--- config.mk ---
export PLATFORM = sky130hd
export DESIGN_NAME = led_pwm_driver
export DESIGN_NICKNAME = d
export VERILOG_FILES = /design/src/rtl/led_pwm_driver_pkg.sv /design/src/rtl/pwm_timebase.sv /design/src/rtl/led_pwm_driver.sv
export SDC_FILE = /design/constraint.sdc
export NUM_CORES = 1
export LEC_CHECK = 0
export ABC_AREA = 1
export CAP_MARGIN = 30
export CORE_MARGIN = 4
export CORE_UTILIZATION = 50
export CTS_CLUSTER_DIAMETER = 120
export CTS_CLUSTER_SIZE = 28
export DETAILED_ROUTE_END_ITERATION = 10
export GPL_ROUTABILITY_DRIVEN = 1
export GPL_TIMING_DRIVEN = 0
export PLACE_DENSITY = 0.74
export SLEW_MARGIN = 15
export SYNTH_ARGS = -nofsm -noshare
export SYNTH_HDL_FRONTEND = slang
export SYNTH_HIERARCHICAL = 1
export SYNTH_SLANG_ARGS = --single-unit
export TNS_END_PERCENT = 20
--- constraint.sdc ---
create_clock -name clk -period 1.45 [get_ports clk]
set_input_delay 0.435 -clock clk [delete_from_list [all_inputs] [get_ports clk]]
set_output_delay 0.435 -clock clk [all_outputs]
set_load 0.05 [all_outputs]
--- src/rtl/led_pwm_driver_pkg.sv ---
// Shared types and defaults for the LED PWM output stage.
// State encodings and board-level LED constants.
package led_pwm_driver_pkg;

    localparam int LED_WIDTH        = 5;
    localparam int LED_PWM_BITS     = 4;
    localparam int LED_HOLD_PERIODS = 4;

    typedef enum logic [1:0] {
        LED_EMPTY = 2'd0,
        LED_SHOW  = 2'd1,
        LED_HOLD  = 2'd2
    } led_state_e;

endpackage

--- src/rtl/pwm_timebase.sv ---
// Free-running PWM counter, wrap strobe and brightness latch.
// Brightness is only taken at period wrap so a period is never cut short.
module pwm_timebase #(
    parameter int PWM_BITS = 4
) (
    input  logic                clk,
    input  logic                rst_n,
    input  logic [PWM_BITS-1:0] brightness_i,
    output logic                wrap_o,
    output logic                pwm_on_o
);

    logic [PWM_BITS-1:0] pwm_cnt_q;
    logic [PWM_BITS-1:0] bright_q;

    assign wrap_o = &pwm_cnt_q;

    // Full-scale brightness means 100% duty, not 15/16.
    assign pwm_on_o = (&bright_q) ? 1'b1 : (pwm_cnt_q < bright_q);

    // Counter runs every cycle; brightness latched at the wrap cycle.
    always_ff @(posedge clk or negedge rst_n) begin
        if (!rst_n) begin
            pwm_cnt_q <= '0;
            bright_q  <= '0;
        end else begin
            pwm_cnt_q <= pwm_cnt_q + 1'b1;
            if (wrap_o) begin
                bright_q <= brightness_i;
            end
        end
    end

endmodule

--- src/rtl/led_pwm_driver.sv ---
// LED output stage: one-deep pattern buffer, dwell FSM and PWM-gated drive.
// Pattern changes only happen at PWM period boundaries.
module led_pwm_driver
    import led_pwm_driver_pkg::*;
#(
    parameter int WIDTH        = LED_WIDTH,
    parameter int PWM_BITS     = LED_PWM_BITS,
    parameter int HOLD_PERIODS = LED_HOLD_PERIODS
) (
    input  logic                clk,
    input  logic                rst_n,
    input  logic                pattern_valid,
    input  logic [WIDTH-1:0]    pattern_data,
    output logic                pattern_ready,
    input  logic [PWM_BITS-1:0] brightness,
    output logic [WIDTH-1:0]    leds,
    output logic                busy
);

    localparam int DW = (HOLD_PERIODS > 1) ? $clog2(HOLD_PERIODS) : 1;
    localparam logic [DW-1:0] DWELL_INIT = DW'(HOLD_PERIODS - 1);

    led_state_e       state_q, state_d;
    logic [WIDTH-1:0] pending_q, pending_d;
    logic             pending_full_q, pending_full_d;
    logic [WIDTH-1:0] current_q, current_d;
    logic [DW-1:0]    dwell_q, dwell_d;
    logic [WIDTH-1:0] leds_q;

    logic wrap;
    logic pwm_on;
    logic accept;
    logic load;

    pwm_timebase #(
        .PWM_BITS (PWM_BITS)
    ) u_timebase (
        .clk          (clk),
        .rst_n        (rst_n),
        .brightness_i (brightness),
        .wrap_o       (wrap),
        .pwm_on_o     (pwm_on)
    );

    assign pattern_ready = !pending_full_q;
    assign accept        = pattern_valid && pattern_ready;
    assign busy          = (state_q == LED_SHOW) || pending_full_q;
    assign leds          = leds_q;

    // Decide at each wrap whether the pending pattern is promoted.
    always_comb begin
        load = 1'b0;
        if (wrap && pending_full_q) begin
            unique case (state_q)
                LED_EMPTY,
                LED_HOLD: load = 1'b1;
                LED_SHOW: load = (dwell_q == '0);
                default:  load = 1'b0;
            endcase
        end
    end

    // Next-state for FSM, pending slot and dwell counter.
    always_comb begin
        state_d        = state_q;
        pending_d      = pending_q;
        pending_full_d = pending_full_q;
        current_d      = current_q;
        dwell_d        = dwell_q;

        if (accept) begin
            pending_d      = pattern_data;
            pending_full_d = 1'b1;
        end

        if (load) begin
            current_d      = pending_q;
            pending_full_d = 1'b0;
            dwell_d        = DWELL_INIT;
            state_d        = LED_SHOW;
        end else if (wrap && state_q == LED_SHOW) begin
            if (dwell_q != '0) begin
                dwell_d = dwell_q - 1'b1;
            end else begin
                state_d = LED_HOLD;
            end
        end
    end

    // State registers, cleared asynchronously.
    always_ff @(posedge clk or negedge rst_n) begin
        if (!rst_n) begin
            state_q        <= LED_EMPTY;
            pending_q      <= '0;
            pending_full_q <= 1'b0;
            current_q      <= '0;
            dwell_q        <= '0;
        end else begin
            state_q        <= state_d;
            pending_q      <= pending_d;
            pending_full_q <= pending_full_d;
            current_q      <= current_d;
            dwell_q        <= dwell_d;
        end
    end

    // Registered LED drive, gated by the PWM duty.
    always_ff @(posedge clk or negedge rst_n) begin
        if (!rst_n) begin
            leds_q <= '0;
        end else if (state_q == LED_EMPTY) begin
            leds_q <= '0;
        end else begin
            leds_q <= current_q & {WIDTH{pwm_on}};
        end
    end

endmodule

==> summary.md, run 1 <==
| Metric | Value |
|---|---|
| Number of global-route vias before repair | `922` |
| Path class of the lowest-slack min-delay path | `in -> async` |
| Global-route wire length before repair | `3880 um` |
| Cell area after technology mapping | `0.00123 mm^2` |
| Startpoint Class | `flop` |
| Pin count of the biggest net entering global routing | `29` |
| Most repeated cell in the gate-level netlist after synthesis | `nand2_1` |
| Logic depth of the worst register-to-register path | `7` |
| Syn avg cell area | `just over 9 um^2` |
| Post-placement setup slack | `-0.465 ns` |
| Count of unique library cells instantiated by Yosys | `21` |
| Flops & latches, synth | `28` |
| Number of DRC violations after detailed-routing iteration 0 | `22` |
| Post-detailed-placement cell area | `0.00144 mm^2` |
| Seq/Total Area, Yosys | `0.571` |
| Post-Synth Adder-Cell Area | `0.0510` |
| Layout Utilization | `0.678` |
| Share of flip-flops with an asynchronous set or reset after synthesis | `1.00` |
| Max VDD drop | `between 0.8 and 0.9 mV` |
| Transition time at the pin with the least slew margin | `just under 0.6 ns` |
| TritonCTS clock tree | `built` |
| Worst setup path endpoint | `busy` |
| Post-Synth Simple-Gate Area | `0.257` |
| FF-to-FF Start | `u_timebase/pwm_cnt_q[1]$_DFF_PN0_` |
| Warnings, synthesis | `6` |
| Setup slack on the worst flop-to-flop path | `0.10 ns` |
| Final Hold Vio Count | `0` |
| Share of the synthesized area in the top cell type | `0.571` |
| Number of flops mapped to enable cells by yosys | `0` |
| Average wire per standard cell | `11.3 um` |
| Non-filler instance count after layout | `187` |
| Largest family of logic cells by synthesized area | `simple AND/OR/NAND/NOR gates` |
| Final cell area excluding filler cells | `about 0.0015 mm^2` |
| Input/output buffers | `18` |
| Maximum fanout encountered on the critical timing path | `3` |
| Worst rel slew slack | `0.605` |
| Final count of pins violating max slew | `0` |
| Startpoint-to-endpoint class of the critical path | `reg -> out` |
| Number of antenna violations at the first check in global routing | `0` |
| Series of cell instances along the critical path | `clkinv_4, o21ai_2, buf_6` |
| Arrival time of data at the critical path endpoint | `roughly 1.1 ns` |
| Overall die area | `0.00331 mm^2` |
| Number of cells produced by synthesis | `132` |
| Number of core rows | `17` |
| H-Tree Depth | `1` |
| Worst Skew | `0.0102 ns` |
| Upper clock frequency limit | `665 MHz` |
| Clock sink count | `28` |
| Area of the core | `approximately 0.0023 mm^2` |
| Final Setup Violations | `4` |
| Launching instance or port of the critical path | `pending_full_q$_DFFE_PN0P_` |
| TritonCTS Buffers | `3` |
| Highest cell delay on the worst timing path | `between 0.4 and 0.5 ns` |
| Reg-to-reg critical path endpoint | `dwell_q[0]$_DFFE_PN0P_` |
| Power density relative to cell area | `between 900 and 1000 mW/mm^2` |
| Post-detailed-routing wire length | `roughly 2100 um` |
| Clk Latency, worst-skew pair | `0.33 ns` |
| Violations in the final reports | `negative setup slack` |
| Clock root cell | `clkbuf_4` |
| Post-Syn Nets | `149` |
| Layout cells sized above 1 | `0.214` |
| Synthesized-area fraction occupied by xor and xnor cells | `0.0143` |
| Router iterations before antenna repair | `4` |
| Number of buffers between clock root and the deepest sink | `2` |
| Period utilization | `1.04` |
| Main synth FF type | `dfrtp_1` |
| Post-detailed-route DRC marker count | `0` |
| Starting density of the core | `0.539` |
| ANT nets after route | `0` |
| WP buf/inv | `2` |
| Number of nets in the layout | `177` |
| Vias | `~910` |
| Placer congestion estimate | `0.769` |
| Placed cell count | `178` |
| Count of cell instances traversed by the critical path | `3` |
| Run status | `complete, but fails checks` |
| Number of max-capacitance violations reported | `0` |
| Grt ovf | `0` |
| I/O pins | `19` |
| Average via count per standard cell | `between 4 and 5` |
| Height of the die | `57.5 um` |
| Setup slack of the critical path after layout | `-0.0546 ns` |
| Leak | `0.818 nW` |
| Layout overhead on the synthesized area | `25.8%` |
| Slowest CP cell | `dfrtp_1` |
| Area fraction in compound gates after synthesis | `0.0449` |
| Antenna Diode Count | `0` |
| RSZ-0062 raised after global routing | `yes` |
| Required time at the worst-slack endpoint | `1.02 ns` |
| Half-perimeter wire length of the detailed placement result | `~1500 um` |
| Die width | `57.5 um` |
| GR Util All Layers | `0.151` |
| Top cells by instance count after synthesis | `44 x nand2_1, 28 x dfrtp_1, 17 x inv_1, 8 x nand3_1, 7 x nor2_1` |
| Cell family with the largest share of critical-path delay | `flip-flops` |
| Post-layout min period | `1.50 ns` |
| Clock edge transition at the registers on the reported setup and hold paths | `around 0.15 ns` |
| Top cells by area in the synthesized netlist | `dfrtp_1 57%, nand2_1 13%, inv_1 5.2%, ha_1 5.1%, nand3_1 3.3%` |
| Post-synthesis cell type with the largest combined area | `dfrtp_1` |
| Nature of the critical path endpoint | `output port` |
| Multiplexer share of the synthesized area | `0` |
-- sequential cells by signal, indices dropped and copies added (netlist names) --
name and count:
pending_q 5, current_q 5, u_timebase/pwm_cnt_q 4, dwell_q 2
u_timebase/bright_q 4, state_q 2, leds 5, pending_full_q 1
-- final cells by class --
cell class / instances / area [um^2]
clock buffer: 3 / 22.5
fill: 189 / 732
sequential: 28 / 702
timing repair buffer: 23 / 199
multi-input combinational: 84 / 470
inverter: 20 / 85.1
clock inverter: 1 / 30.0
tap: 28 / 35.0
-- worst register-to-register path: stages, from the launching register on --
cell and delay (ns):
dfrtp_1 0.43, ha_2 0.22, nand3_4 0.10, clkinv_4 0.11
nand2_2 0.12, inv_1 0.07, nand2_4 0.11, nand3_1 0.09
-- logic make-up (layout without fill, tap and decap cells) --
| kind of cell | after synthesis | after routing |
|---|---|---|
| simple gates | 69 | 69 |
| flops | 28 | 28 |
| buf+inv | 20 | 47 |
| compound gates | 8 | 8 |
| fa+ha+maj | 5 | 5 |
| xor+xnor | 2 | 2 |
-- worst min path at each step --
| stage | slack, ns | from | end | depth (start not counted) |
|---|---|---|---|---|
| CTS | 0.10 | rst_n | dwell_q[1]$_DFFE_PN0P_ | 1 |
| finish | 0.09 | rst_n | current_q[4]$_DFFE_PN0P_ | 1 |
| floorplan | 0.14 | rst_n | current_q[0]$_DFFE_PN0P_ | 0 |
| global route | 0.11 | rst_n | dwell_q[1]$_DFFE_PN0P_ | 1 |
| detailed placement | 0.46 | pending_q[1]$_DFFE_PN0P_ | pending_q[1]$_DFFE_PN0P_ | 2 |
| global placement | 0.46 | pending_q[0]$_DFFE_PN0P_ | current_q[0]$_DFFE_PN0P_ | 2 |
-- report_power, final --
group	internal, mW	switching [mW]
registers	0.829	0.0227
logic	0.0593	0.0976
clock network	0.280	0.224
total	1.17	0.344
-- timing repair --
item / 4_1_cts / 5_1_grt
resized for setup: 35 / 7
hold buffers: 0 / 0
setup buffers: 5 / 0
endpoints found under the setup margin: 17 / 16
pin swaps: 1 / 3
-- routing by layer --
| metal | GRT usage | up-vias | part of all wire |
|---|---|---|---|
| met3 | 0.0362 | 5 | 0.055 |
| met4 | 0.0662 | 0 | 0.019 |
| met1 | 0.191 | 424 | 0.46 |
| met2 | 0.245 | 21 | 0.46 |
| met5 | 0 | - | 0 |
| li1 | - | 463 | - |
-- metrics by stage --
| step | hold slack (ns) | power, mW | setup TNS [ns] |
|---|---|---|---|
| after CTS | 0.103 | 1.53 | -0.236 |
| after global placement | 0.458 | 1.03 | -13.80 |
| after floorplan | 0.139 | 0.951 | 0 |
| after global routing | 0.112 | 1.60 | -0.417 |
| final | 0.0902 | 1.51 | -0.108 |
| after detailed placement | 0.461 | 1.04 | -1.26 |
-- placed cells by master, fill, tap and decap left out, drive strengths merged, types with 2 or more instances in the layout --
master         netlist  final
nand2               47     47
dfrtp               28     28
inv                 18     18
nand3               11     11
buf                  0     11
clkdlybuf4s50        0     10
nor2                 8      8
ha                   5      5
o21ai                5      5
nand4                3      3
clkbuf               0      3
a21oi                3      3
clkinv               2      2
clkdlybuf4s15        0      2
Note: power is estimated with default switching activity, not from simulation.
==> run 2, diff against run 1 <==
Settings changed: RECOVER_POWER from default to 25.
==> run 2 against run 1 <==
Effect of this change: the flow still finishes with violations (negative setup slack); global-route usage stayed put; final area did not move; core utilization unchanged; sequential power barely moved; first-iteration DRC count did not move; register-to-register slack hardly changed; critical path depth did not move; non-clock buffer count stayed put; sequential share of layout area unchanged; largest cell class unchanged.
==> summary.md, run 2 (same netlist as run 1, synthesis figures left out) <==
| Metric | Value |
|---|---|
| Run status | `complete, but fails checks` |
| Violations in the final reports | `negative setup slack` |
| Final count of pins violating max slew | `0 (unchanged)` |
| Startpoint-to-endpoint class of the critical path | `reg -> out` |
| Net Sw Frac | `0.227 (about the same)` |
| Setup slack on the worst flop-to-flop path | `0.10 ns (about the same)` |
| Power spent charging and discharging nets | `0.344 mW (about the same)` |
| Number of antenna violations at the first check in global routing | `0 (unchanged)` |
| FF-to-FF Start | `u_timebase/pwm_cnt_q[1]$_DFF_PN0_` |
| Power density relative to cell area | `979 mW/mm^2 (about the same)` |
| Post-detailed-route DRC marker count | `0 (unchanged)` |
| Height of the die | `57.5 um (unchanged)` |
| Number of max-capacitance violations reported | `0 (unchanged)` |
| Overall die area | `0.00331 mm^2 (unchanged)` |
| Die width | `57.5 um (unchanged)` |
| Number of core rows | `17 (unchanged)` |
| Final Setup Violations | `4 (unchanged)` |
| Routing usage on met2 | `0.245 (unchanged)` |
| Clock edge transition at the registers on the reported setup and hold paths | `0.15 ns (about the same)` |
| Global Route met1 Usage | `0.191 (unchanged)` |
| Series of cell instances along the critical path | `clkinv_4, o21ai_2, buf_6` |
| Logic depth of the worst register-to-register path | `7 (unchanged)` |
| Final Hold Vio Count | `0 (unchanged)` |
| Portion of total power attributed to combinational logic | `0.104 (about the same)` |
| Clock root cell | `clkbuf_4` |
| Number of global-route vias before repair | `922 (unchanged)` |
| Nature of the critical path endpoint | `output port` |
| Startpoint Class | `flop` |
| ANT nets after route | `0 (unchanged)` |
| Number of nets in the layout | `177 (unchanged)` |
| Number of DRC violations after detailed-routing iteration 0 | `22 (unchanged)` |
| Most frequent standard cell in the layout excluding fill and tap cells | `nand2_1` |
| Total negative setup slack | `-0.108 ns (+0.0000660 ns)` |
| Average via count per standard cell | `4.88 (unchanged)` |
| Max VDD drop | `0.857 mV (about the same)` |
| Average wire per standard cell | `11.3 um (-0.14%)` |
| Maximum fanout encountered on the critical timing path | `3 (unchanged)` |
| Slowest CP cell | `dfrtp_1` |
| Layout overhead on the synthesized area | `25.8% (unchanged)` |
| Reg-to-reg critical path endpoint | `dwell_q[0]$_DFFE_PN0P_` |
| Clk Latency, worst-skew pair | `0.33 ns (about the same)` |
| Non-filler instance count after layout | `187 (unchanged)` |
| Global-route wire length before repair | `3880 um (unchanged)` |
| Transition time at the pin with the least slew margin | `0.665 ns (+0.0716 ns)` |
| H-Tree Depth | `1 (unchanged)` |
| Starting density of the core | `0.539 (unchanged)` |
| Post-layout min period | `1.50 ns (-0.0000331 ns)` |
| I/O pins | `19 (unchanged)` |
| Total chip power | `1.51 mW (about the same)` |
| Highest cell delay on the worst timing path | `0.42 ns (about the same)` |
| Period utilization | `1.04 (about the same)` |
| Clock sink count | `28 (unchanged)` |
| Input/output buffers | `18 (unchanged)` |
| Proportion of power drawn by the clock network | `0.333 (about the same)` |
| Router iterations before antenna repair | `4 (unchanged)` |
| Met3 usage in global routing | `0.0362 (unchanged)` |
| Upper clock frequency limit | `665 MHz (about the same)` |
| Int Power | `1.17 mW (about the same)` |
| TritonCTS Buffers | `3 (unchanged)` |
| GR Util All Layers | `0.151 (unchanged)` |
| Antenna Diode Count | `0 (unchanged)` |
| Setup slack of the critical path after layout | `-0.0546 ns (+0.0000331 ns)` |
| Path class of the lowest-slack min-delay path | `in -> async` |
| Post-detailed-routing wire length | `2110 um (-0.14%)` |
| TritonCTS clock tree | `built` |
| Most frequent cells in the layout | `43 x nand2_1, 27 x dfrtp_1, 17 x inv_1` |
| Worst Skew | `0.0102 ns (+0.0000236 ns)` |
| Area of the core | `0.00228 mm^2 (unchanged)` |
| Layout Utilization | `0.678 (unchanged)` |
| Worst rel slew slack | `0.557 (-0.0477)` |
| Half-perimeter wire length of the detailed placement result | `1520 um (unchanged)` |
| Vias | `913 (unchanged)` |
| Placer congestion estimate | `0.769 (unchanged)` |
| Number of buffers between clock root and the deepest sink | `2 (unchanged)` |
| RSZ-0062 raised after global routing | `yes` |
| Global routing's busiest layer | `met2` |
| Layout cells sized above 1 | `0.214 (unchanged)` |
| Share of total power in sequential cells | `0.563 (about the same)` |
| Arrival time of data at the critical path endpoint | `1.07 ns (about the same)` |
| Leak | `0.818 nW (about the same)` |
| Grt ovf | `0 (unchanged)` |
| Post-placement setup slack | `-0.465 ns (unchanged)` |
| Pin count of the biggest net entering global routing | `29 (unchanged)` |
| Placed cell count | `178 (unchanged)` |
| Required time at the worst-slack endpoint | `1.02 ns (about the same)` |
## run 2: changes by cell type in the layout (fill, tap and decap cells not counted)
cell / delta
clkbuf_2: +1
buf_2: -1
## run 2: worst max-delay path by stage
stage	startpoint	endpoint	cells after the start
detailed placement	state_q[0]$_DFFE_PN0P_	busy	3
CTS	state_q[0]$_DFFE_PN0P_	busy	3
global placement	rst_n	pending_q[1]$_DFFE_PN0P_	1
global route	pending_full_q$_DFFE_PN0P_	busy	3
floorplan	state_q[0]$_DFFE_PN0P_	busy	2
finish	pending_full_q$_DFFE_PN0P_	busy	3
## run 2: critical path, delay by kind of cell, from the launching register on
| family | cells | cell delay [ns] |
|---|---|---|
| DFF | 1 | 0.42 |
| buffers and inverters | 2 | 0.25 |
| AOI/OAI and AO/OA | 1 | 0.07 |
## run 2: final cells by class
| cell class | count | area [um^2] |
|---|---|---|
| fillers | 189 | 732 |
| flip-flops and latches | 28 | 702 |
| multi-input cells | 84 | 470 |
| repair buffers | 23 | 199 |
| inverters | 20 | 85.1 |
| well taps | 28 | 35.0 |
| clock inverters | 1 | 30.0 |
| clock buffers | 3 | 22.5 |
## run 2: layer usage
metal / vias to the layer above / part of all wire
li1: 463 / -
met1: 426 / 0.47
met2: 19 / 0.46
met3: 5 / 0.051
met4: 0 / 0.019
met5: - / 0
## run 2: power groups by stage
stage	Clock, mW	Combinational, mW	Sequential [mW]
2_1_floorplan	0	0.0447	0.907
3_3_place_gp	0	0.166	0.866
3_5_place_dp	0	0.168	0.867
4_1_cts	0.518	0.163	0.852
5_1_grt	0.560	0.178	0.860
6_report	0.503	0.157	0.852
## run 2: timing repair
| action | 4_1_cts | 5_1_grt |
|---|---|---|
| setup endpoints to repair | 17 | 16 |
| setup buffers | 5 | 0 |
| resized for setup | 35 | 7 |
| pin swaps | 1 | 3 |
| hold buffers | 0 | 0 |
## run 2: per-stage QoR
step	hold slack, ns	area, um^2
3_5_place_dp	0.461	1440
5_1_grt	0.141	1540
2_1_floorplan	0.139	1230
6_report	0.112	1540
4_1_cts	0.103	1540
3_3_place_gp	0.458	1450
==> run 3, diff against run 2 <==
Settings changed: CORE_UTILIZATION 50 to 52, MAX_ROUTING_LAYER from default to met4, PLACE_DENSITY 0.74 to 0.76.
==> run 3 against run 2 <==
Effect of this change: the flow still finishes with violations (negative setup slack); combinational power up 3%; die area down 3.3%; first-iteration DRC count down 41%; non-clock buffer count unchanged; critical path type unchanged; final area down 0.32%; largest cell class unchanged; sequential power about the same; global-route usage up 0.30 points; clock power down 28%.
==> summary.md, run 3 (same netlist as run 1, synthesis figures left out) <==
| Metric | Value |
|---|---|
| H-Tree Depth | `1 (unchanged)` |
| Worst Skew | `0.00170 ns (-0.00855 ns)` |
| Number of max-capacitance violations reported | `0 (unchanged)` |
| Final cell area excluding filler cells | `0.00154 mm^2 (-0.32%)` |
| Area of the multi-input gates | `468 um^2 (-0.53%)` |
| Average via count per standard cell | `4.83 (-0.99%)` |
| Transition time at the pin with the least slew margin | `0.654 ns (-0.0103 ns)` |
| Clock edge transition at the registers on the reported setup and hold paths | `0.14 ns (about the same)` |
| Upper clock frequency limit | `664 MHz (about the same)` |
| Most frequent cells in the layout | `43 x nand2_1, 26 x dfrtp_1, 17 x inv_1` |
| Final count of pins violating max slew | `0 (unchanged)` |
| TritonCTS clock tree | `built` |
| Layout cells sized above 1 | `0.220 (+0.00629)` |
| Most frequent standard cell in the layout excluding fill and tap cells | `nand2_1` |
| Grt ovf | `0 (unchanged)` |
| Flip-flop and latch area | `703 um^2 (+0.18%)` |
| Post-layout min period | `1.51 ns (+0.000873 ns)` |
| TritonCTS Buffers | `3 (unchanged)` |
| Number of buffers between clock root and the deepest sink | `2 (unchanged)` |
| Fill count | `178 (-5.8%)` |
| I/O pins | `19 (unchanged)` |
| Router iterations before antenna repair | `4 (unchanged)` |
| Setup slack of the critical path after layout | `-0.0555 ns (-0.000873 ns)` |
| Nature of the critical path endpoint | `output port` |
| Number of DRC violations after detailed-routing iteration 0 | `13 (-41%)` |
| Half-perimeter wire length of the detailed placement result | `1550 um (+2.1%)` |
| Worst hold-check slack | `0.118 ns (+0.00525 ns)` |
| Violations in the final reports | `negative setup slack` |
| Required time at the worst-slack endpoint | `1.02 ns (about the same)` |
| Clock root cell | `clkbuf_4` |
| Hold buffers post-CTS | `0 (unchanged)` |
| Clock sink count | `28 (unchanged)` |
| Worst rel slew slack | `0.564 (+0.00688)` |
| Height of the die | `56.6 um (-1.7%)` |
| Vias | `904 (-0.99%)` |
| Starting density of the core | `0.550 (+0.0103)` |
| Area of the core | `0.00223 mm^2 (-1.9%)` |
| RSZ-0062 raised after global routing | `yes` |
| Arrival time of data at the critical path endpoint | `1.07 ns (about the same)` |
| Post-detailed-route DRC marker count | `0 (unchanged)` |
| Final Hold Vio Count | `0 (unchanged)` |
| Path class of the lowest-slack min-delay path | `in -> async` |
| Power density relative to cell area | `893 mW/mm^2 (-8.8%)` |
| Startpoint-to-endpoint class of the critical path | `reg -> out` |
| Startpoint Class | `flop` |
| Final Setup Violations | `6 (+2)` |
| Period utilization | `1.04 (about the same)` |
| GR Util All Layers | `0.154 (+0.00303)` |
| Number of antenna violations at the first check in global routing | `0 (unchanged)` |
| Run status | `complete, but fails checks` |
| Overall die area | `0.00320 mm^2 (-3.3%)` |
| Input/output buffers | `18 (unchanged)` |
| Number of core rows | `17 (unchanged)` |
| Number of global-route vias before repair | `907 (-1.6%)` |
| Pin count of the biggest net entering global routing | `29 (unchanged)` |
| Number of nets in the layout | `177 (unchanged)` |
| Die width | `56.6 um (-1.7%)` |
| ANT nets after route | `0 (unchanged)` |
| Leak | `0.809 nW (-1.2%)` |
| Post-detailed-placement cell area | `0.00144 mm^2 (unchanged)` |
| Maximum fanout encountered on the critical timing path | `3 (unchanged)` |
| Layout overhead on the synthesized area | `25.4%` |
| Antenna Diode Count | `0 (unchanged)` |
| Clk Latency, worst-skew pair | `0.31 ns (-0.02 ns)` |
| Post-detailed-routing wire length | `2100 um (-0.33%)` |
| Average wire per standard cell | `11.2 um (-0.33%)` |
| Global-route wire length before repair | `3750 um (-3.4%)` |
| Max VDD drop | `0.576 mV (-33%)` |
| Placer congestion estimate | `0.726 (-5.6%)` |
run 3: repair_timing:
action | CTS | global route
gates resized for setup | 36 | 3
setup buffers | 4 | 1
hold endpoints to repair | 0 | 0
pin swaps | 0 | 0
endpoints found under the setup margin | 19 | 18
run 3: path summary, 6_finish.rpt:
kind | slack, ns | depth (start not counted) | end | start
worst max register to register | 0.11 | 7 | current_q[1]$_DFFE_PN0P_ | u_timebase/pwm_cnt_q[1]$_DFF_PN0_
worst min register to register | 0.49 | 2 | pending_q[4]$_DFFE_PN0P_ | pending_q[4]$_DFFE_PN0P_
min in group clk | 0.49 | 2 | pending_q[4]$_DFFE_PN0P_ | pending_q[4]$_DFFE_PN0P_
max in group asynchronous | 0.88 | 1 | state_q[1]$_DFFE_PN0P_ | rst_n
worst max-delay path | -0.06 | 3 | busy | pending_full_q$_DFFE_PN0P_
worst min-delay path | 0.12 | 1 | u_timebase/pwm_cnt_q[2]$_DFF_PN0_ | rst_n
run 3: critical path, cell delays in order, from the launching register on:
cell      delay (ns)
dfrtp_1         0.43
clkinv_4        0.09
o21ai_2         0.07
buf_6           0.17
run 3: area by class of cell:
type                            instances  area share
Sequential cell                        28       0.457
Inverter                               20      0.0553
Multi-Input combinational cell         84       0.304
Tap cell                               28      0.0228
Timing Repair Buffer                   23       0.137
Clock buffer                            4      0.0236
run 3: stage by stage:
step,setup slack [ns],TNS [ns],power (mW),utilization,instances
after floorplan,0.0479,0,0.951,-,132
after global placement,-0.449,-13.53,1.03,0.648,178
after detailed placement,-0.462,-1.23,1.03,0.646,178
after CTS,-0.0560,-0.129,1.39,0.681,186
after global routing,-0.143,-0.529,1.45,0.689,187
final,-0.0555,-0.0884,1.37,0.689,187
run 3: layer usage:
metal,wire [um],track usage
met1,956,0.187
met2,1030,0.257
met3,80,0.0230
met4,34,0.0610
met5,0,-
run 3: power breakdown:
group / leakage (nW) / switching (mW) / internal, mW / total (mW)
Clock: 0.0210 / 0.209 / 0.153 / 0.362
Combinational: 0.443 / 0.0984 / 0.0625 / 0.161
Sequential: 0.345 / 0.0217 / 0.829 / 0.851
